<file path="src/rtl/func_dispatch.sv">
// Operand dispatcher in front of the func datapath: buffers (a, b) pairs, issues
// them over func's start/busy handshake and returns tagged 24-bit results.
module func_dispatch #(
  parameter int DEPTH   = 4,
  parameter int TIMEOUT = 1023
) (
  input  logic        clk_i,
  input  logic        rst_i,
  input  logic        in_valid_i,
  output logic        in_ready_o,
  input  logic [7:0]  in_a_i,
  input  logic [7:0]  in_b_i,
  output logic        f_start_o,
  output logic [7:0]  f_a_o,
  output logic [7:0]  f_b_o,
  input  logic        f_busy_i,
  input  logic [23:0] f_y_i,
  output logic        out_valid_o,
  input  logic        out_ready_i,
  output logic [23:0] out_y_o,
  output logic [7:0]  out_tag_o,
  output logic        busy_o,
  output logic        err_o,
  output logic [1:0]  dbg_state_o
);
  // Handshakes: a transfer happens on a rising edge where valid && ready are both
  // high; valid holds its payload until then, and ready never depends on valid.

  localparam int AW = $clog2(DEPTH);
  localparam int CW = $clog2(DEPTH + 1);
  localparam int WW = $clog2(TIMEOUT + 1);
  localparam logic [CW-1:0] FULL    = CW'(DEPTH);
  localparam logic [WW-1:0] WD_LAST = WW'(TIMEOUT - 1);

  typedef enum logic [1:0] {IDLE = 2'd0, START = 2'd1, RUN = 2'd2} state_t;

  logic [15:0]   mem [DEPTH];
  logic [AW-1:0] wr_ptr, rd_ptr;
  logic [CW-1:0] count;
  logic [15:0]   head;
  logic          push, pop;

  state_t        state_q, state_d;
  logic          f_start_d, out_valid_d, err_d;
  logic [7:0]    f_a_d, f_b_d, out_tag_d, tag_q, tag_d;
  logic [23:0]   out_y_d;
  logic [WW-1:0] wd_q, wd_d;

  assign in_ready_o  = (count != FULL);
  assign push        = in_valid_i && in_ready_o;
  assign head        = mem[rd_ptr];
  assign busy_o      = (count != '0) || (state_q != IDLE) || out_valid_o;
  assign dbg_state_o = state_q;

  always_ff @(posedge clk_i) begin
    if (push) mem[wr_ptr] <= {in_a_i, in_b_i};
  end

  always_ff @(posedge clk_i or negedge rst_i) begin
    if (!rst_i) begin
      wr_ptr <= '0;
      rd_ptr <= '0;
      count  <= '0;
    end else begin
      if (push) wr_ptr <= wr_ptr + 1'b1;
      if (pop)  rd_ptr <= rd_ptr + 1'b1;
      case ({push, pop})
        2'b10:   count <= count + 1'b1;
        2'b01:   count <= count - 1'b1;
        default: ;
      endcase
    end
  end

  always_ff @(posedge clk_i or negedge rst_i) begin
    if (!rst_i) begin
      state_q     <= IDLE;
      f_start_o   <= 1'b0;
      f_a_o       <= '0;
      f_b_o       <= '0;
      out_valid_o <= 1'b0;
      out_y_o     <= '0;
      out_tag_o   <= '0;
      tag_q       <= '0;
      wd_q        <= '0;
      err_o       <= 1'b0;
    end else begin
      state_q     <= state_d;
      f_start_o   <= f_start_d;
      f_a_o       <= f_a_d;
      f_b_o       <= f_b_d;
      out_valid_o <= out_valid_d;
      out_y_o     <= out_y_d;
      out_tag_o   <= out_tag_d;
      tag_q       <= tag_d;
      wd_q        <= wd_d;
      err_o       <= err_d;
    end
  end

  always_comb begin
    state_d     = state_q;
    f_start_d   = f_start_o;
    f_a_d       = f_a_o;
    f_b_d       = f_b_o;
    out_valid_d = out_valid_o;
    out_y_d     = out_y_o;
    out_tag_d   = out_tag_o;
    tag_d       = tag_q;
    wd_d        = wd_q;
    err_d       = err_o;
    pop         = 1'b0;

    if (out_valid_o && out_ready_i) out_valid_d = 1'b0;

    case (state_q)
      IDLE: begin
        // Only one result may be outstanding, so wait for the slot to drain.
        if ((count != '0) && !out_valid_o) begin
          pop       = 1'b1;
          f_a_d     = head[15:8];
          f_b_d     = head[7:0];
          f_start_d = 1'b1;
          wd_d      = '0;
          state_d   = START;
        end
      end
      START, RUN: begin
        wd_d = wd_q + 1'b1;
        if ((state_q == START) && f_busy_i) begin
          f_start_d = 1'b0;
          state_d   = RUN;
        end else if ((state_q == RUN) && !f_busy_i) begin
          out_y_d     = f_y_i;
          out_tag_d   = tag_q;
          tag_d       = tag_q + 1'b1;
          out_valid_d = 1'b1;
          state_d     = IDLE;
        end else if (wd_q == WD_LAST) begin
          // Abandon the job but consume its tag so later tags stay aligned with inputs.
          err_d     = 1'b1;
          f_start_d = 1'b0;
          tag_d     = tag_q + 1'b1;
          state_d   = IDLE;
        end
      end
      default: state_d = IDLE;
    endcase
  end
endmodule
</file>
<file path="config.mk">
export PLATFORM = sky130hd
export DESIGN_NAME = func_dispatch
export DESIGN_NICKNAME = d
export VERILOG_FILES = /design/src/rtl/func_dispatch.sv
export SDC_FILE = /design/constraint.sdc
export NUM_CORES = 1
export LEC_CHECK = 0
export BUFFER_PORTS_ARGS = -buffer_cell sky130_fd_sc_hd__buf_2
export CAP_MARGIN = 20
export CORE_ASPECT_RATIO = 0.8
export CORE_UTILIZATION = 56
export DETAILED_ROUTE_END_ITERATION = 16
export MAX_ROUTING_LAYER = met4
export PLACE_DENSITY = 0.81
export SYNTH_ARGS = -nofsm -noshare
export SYNTH_HDL_FRONTEND = slang
export SYNTH_SLANG_ARGS = --single-unit
</file>
<file path="constraint.sdc">
create_clock -name clk_i -period 3.2 [get_ports clk_i]
set_clock_uncertainty 0.2 [all_clocks]
set_input_delay 0 -clock clk_i [delete_from_list [all_inputs] [get_ports clk_i]]
set_output_delay 0 -clock clk_i [all_outputs]
set_load 0.01 [all_outputs]
</file>
==> results.rst <==
.. list-table::
   :header-rows: 1

   * - Metric
     - Value
   * - Via count
     - roughly 3.5k
   * - Remaining max-slew budget at the tightest pin
     - 0.341
   * - WS Path Type
     - reg2reg
   * - Final hold vios
     - 0
   * - Share of synthesized cell area in full adder, half adder and majority cells
     - 0.0295
   * - Max-capacitance violation count
     - 0
   * - DIE AREA
     - approximately 0.011 sq mm
   * - Cell count of the worst reg-to-reg path
     - 10
   * - Number of global-route vias before repair
     - 3637
   * - Area growth from synthesis to layout
     - 30.0%
   * - Sort of element at the end of the critical path
     - flop
   * - Portion of the clock cycle consumed by the worst path in the final layout
     - 0.768
   * - Aggregate global routing overflow
     - 0
   * - Largest family of logic cells by synthesized area
     - multiplexers
   * - FMAX
     - 407 MHz
   * - Number of nets with antenna violations after detailed routing
     - 0
   * - Clock transition at the register clock pins on the worst setup and hold paths after CTS
     - 0.06 ns
   * - Leakage
     - 3.21 nW
   * - Seq/Total Area, Yosys
     - 0.671
   * - Overall die height
     - a little over 90 microns
   * - Post-synthesis share of cell area spent on xor and xnor gates
     - 0.0212
   * - Power density over the cells
     - 943 mW/mm^2
   * - Highest-count cells in the layout ignoring fill and taps
     - sky130_fd_sc_hd__buf_2 (98), sky130_fd_sc_hd__dfrtp_1 (78), sky130_fd_sc_hd__edfxtp_1 (64)
   * - Area share of and/or/nand/nor cells after synthesis
     - 0.0594
   * - Minimum clock period after layout
     - 2.46 ns
   * - Post-synthesis area per instance
     - 16.6 sq um
   * - Kind of start point of the critical path
     - flop
   * - Die Span X
     - around 120 microns
   * - Violation count after the first detailed-routing iteration
     - 223
   * - Overall routed net length
     - between 10000 and 15000 microns
   * - Peak supply drop
     - 619 uV
   * - Synth Cell Area
     - between 0.005 and 0.006 sq mm
   * - Least-Margin Pin Slew
     - 0.988 ns
   * - Final design instance area without fill
     - 0.00751 sq mm
   * - Class of the most critical hold timing path
     - in2async
   * - Flip-flop and latch count after synthesis
     - approximately 140
   * - Maximum buffer depth of the clock tree
     - 2
   * - Layout cells sized above 1
     - 0.380
   * - DRC violations left
     - 0
   * - Endpoint of the worst-slack reg-to-reg timing path
     - count[2]$_DFFE_PN0P_
   * - Arrival time reported for the critical path endpoint
     - 2.59 ns
   * - Most common cell after layout, fill and taps aside
     - sky130_fd_sc_hd__buf_2
   * - Peak fanout along the critical path
     - 7
   * - Maximum number of pins on one net before global-route repair
     - 79
   * - CTS H-Tree Depth
     - 4
   * - Reg2reg setup slack
     - 0.74 ns
   * - TritonCTS sink count
     - 142
   * - Floorplan core area
     - 0.00981 sq mm
   * - Mux share of post-synthesis cell area
     - 0.163
   * - Fraction of the mapped netlist area in compound gates
     - 0.0355
   * - Number of slew-limit violations in the final report
     - 0
   * - Final RePlAce weighted congestion
     - 0.832
   * - Clock Root Buffer
     - sky130_fd_sc_hd__clkbuf_16
   * - Worst hold slack after final layout
     - 0.112 ns
   * - WP data required
     - 3.33 ns
   * - Crit Reg-Reg Startpoint
     - dbg_state_o[1]$_DFFE_PN0P_
   * - Syn. warnings
     - 0
   * - Wire length of the first global-routing pass
     - 17700 microns
   * - Initial DRT Pass Iterations
     - 4
   * - Routed WL per cell
     - 17.0 microns
   * - Layout net count
     - 561
   * - FP Rows
     - 32
   * - Io pins
     - 100
   * - Setup repair after global routing missed its margin
     - no
   * - Status
     - finished clean
   * - Total of buffers placed on input and output ports
     - 99
   * - Initial core utilization
     - 0.589
   * - CTS tree
     - done
   * - Cell count after synthesis
     - 347
   * - Via density per instance
     - 5.43
   * - TritonCTS Buffers
     - 17
   * - Global routing usage summed across all routing layers
     - 0.234
   * - Antenna violations before repair
     - 0
   * - Net count after synthesis
     - 405
   * - Detailed Place HPWL
     - 6480 microns
   * - Count of cell types in the netlist
     - 43
   * - Number of gates resized after cts
     - 0
   * - Latest clock arrival within the worst-skew pair
     - 0.41 ns
   * - Count of final setup violators
     - 0
   * - Setup TNS
     - 0 ns
   * - Placed standard-cell area
     - 0.00642 sq mm
   * - Antenna Diode Count
     - 0
[cell type report]
| class | instances | area, sq um |
|---|---|---|
| sequential | 142 | 3870 |
| fill | 562 | 2300 |
| multi-input combinational | 181 | 1780 |
| timing repair buffer | 148 | 988 |
| clock buffer | 24 | 524 |
| tap | 136 | 170 |
| clock inverter | 8 | 121 |
| inverter | 13 | 48.8 |
[worst max-delay path by stage]
stage / startpoint / endpoint / slack, ns / depth (start not counted)
floorplan: dbg_state_o[1]$_DFFE_PN0P_ / count[2]$_DFFE_PN0P_ / 0.60 / 11
global placement: dbg_state_o[1]$_DFFE_PN0P_ / count[2]$_DFFE_PN0P_ / 0.92 / 10
detailed placement: dbg_state_o[1]$_DFFE_PN0P_ / count[2]$_DFFE_PN0P_ / 0.76 / 10
CTS: dbg_state_o[1]$_DFFE_PN0P_ / count[2]$_DFFE_PN0P_ / 0.75 / 10
global route: dbg_state_o[1]$_DFFE_PN0P_ / count[2]$_DFFE_PN0P_ / 0.60 / 10
finish: dbg_state_o[1]$_DFFE_PN0P_ / count[2]$_DFFE_PN0P_ / 0.74 / 10
[registers in the layout (all words and copies together), names as in the netlist, 2 cells and up]
register and flops:
f_a_o 8, wd_q 10, f_b_o 8, wr_ptr 2, tag_q 8, out_y_o 24, rd_ptr 2, dbg_state_o 2
mem 64, count 3, out_tag_o 8
[cells in the mapped netlist, drive strengths merged]
master | n | area, sq um
nand2b | 1 | 6.26
or3 | 7 | 43.8
o31ai | 1 | 12.5
or4b | 1 | 13.8
o21ai | 12 | 60.1
clkbuf | 1 | 3.75
a21o | 2 | 15.0
and3 | 7 | 43.8
xnor2 | 11 | 96.3
fa | 1 | 20.0
and2 | 1 | 6.26
or4 | 1 | 7.51
nor2 | 5 | 26.3
a21oi | 8 | 43.8
nand4 | 4 | 31.3
nand3 | 7 | 35.0
mux2 | 51 | 578
buf | 10 | 67.6
o211ai | 7 | 52.6
xor2 | 3 | 26.3
or2 | 2 | 12.5
ha | 12 | 150
mux4 | 16 | 360
nor3 | 3 | 36.3
edfxtp | 64 | 1920
inv | 13 | 48.8
dfrtp | 78 | 1950
o22ai | 2 | 12.5
o2111ai | 1 | 8.76
nand4b | 1 | 15.0
nand2 | 11 | 41.3
nor2b | 1 | 6.26
and4 | 2 | 17.5
[power breakdown]
group | internal, mW | total, mW | switching [mW]
combinational | 1.07 | 2.14 | 1.07
sequential | 2.48 | 2.84 | 0.356
clock | 1.38 | 2.10 | 0.714
[metrics by stage]
step / cells / setup WS, ns / total power, mW / utilization
floorplan: 347 / 0.604 / 4.25 / -
global placement: 576 / 0.918 / 4.84 / 0.654
detailed placement: 576 / 0.758 / 4.96 / 0.654
CTS: 652 / 0.748 / 7.13 / 0.765
global route: 652 / 0.601 / 7.47 / 0.765
finish: 652 / 0.744 / 7.08 / 0.765
[cell families after synthesis]
family,after synthesis
flops,142
mux,67
simple gates,54
compound gates,33
buf+inv,24
xor+xnor,14
fa+ha+maj,13
[timing repair]
action,in CTS,in global routing
hold buffers,44,0
buffers inserted,0,0
endpoints found under the hold margin,180,0
[critical path, stage by stage (launching register included)]
cell	delay, ns
sky130_fd_sc_hd__dfrtp_1	0.40
sky130_fd_sc_hd__inv_1	0.14
sky130_fd_sc_hd__ha_1	0.29
sky130_fd_sc_hd__nand2b_1	0.17
sky130_fd_sc_hd__nor2_4	0.13
sky130_fd_sc_hd__ha_1	0.19
sky130_fd_sc_hd__inv_1	0.06
sky130_fd_sc_hd__fa_1	0.37
sky130_fd_sc_hd__xor2_1	0.15
sky130_fd_sc_hd__nor2_1	0.12
sky130_fd_sc_hd__xor2_1	0.15
[metal layers]
| layer | GRT usage | vias up | routed length [microns] |
|---|---|---|---|
| li1 | - | 1622 | - |
| met1 | 0.277 | 1785 | 4570 |
| met2 | 0.379 | 120 | 5770 |
| met3 | 0.0654 | 12 | 655 |
| met4 | 0.0963 | 0 | 105 |
| met5 | - | - | 0 |
Power figures use the tool's default switching activity.
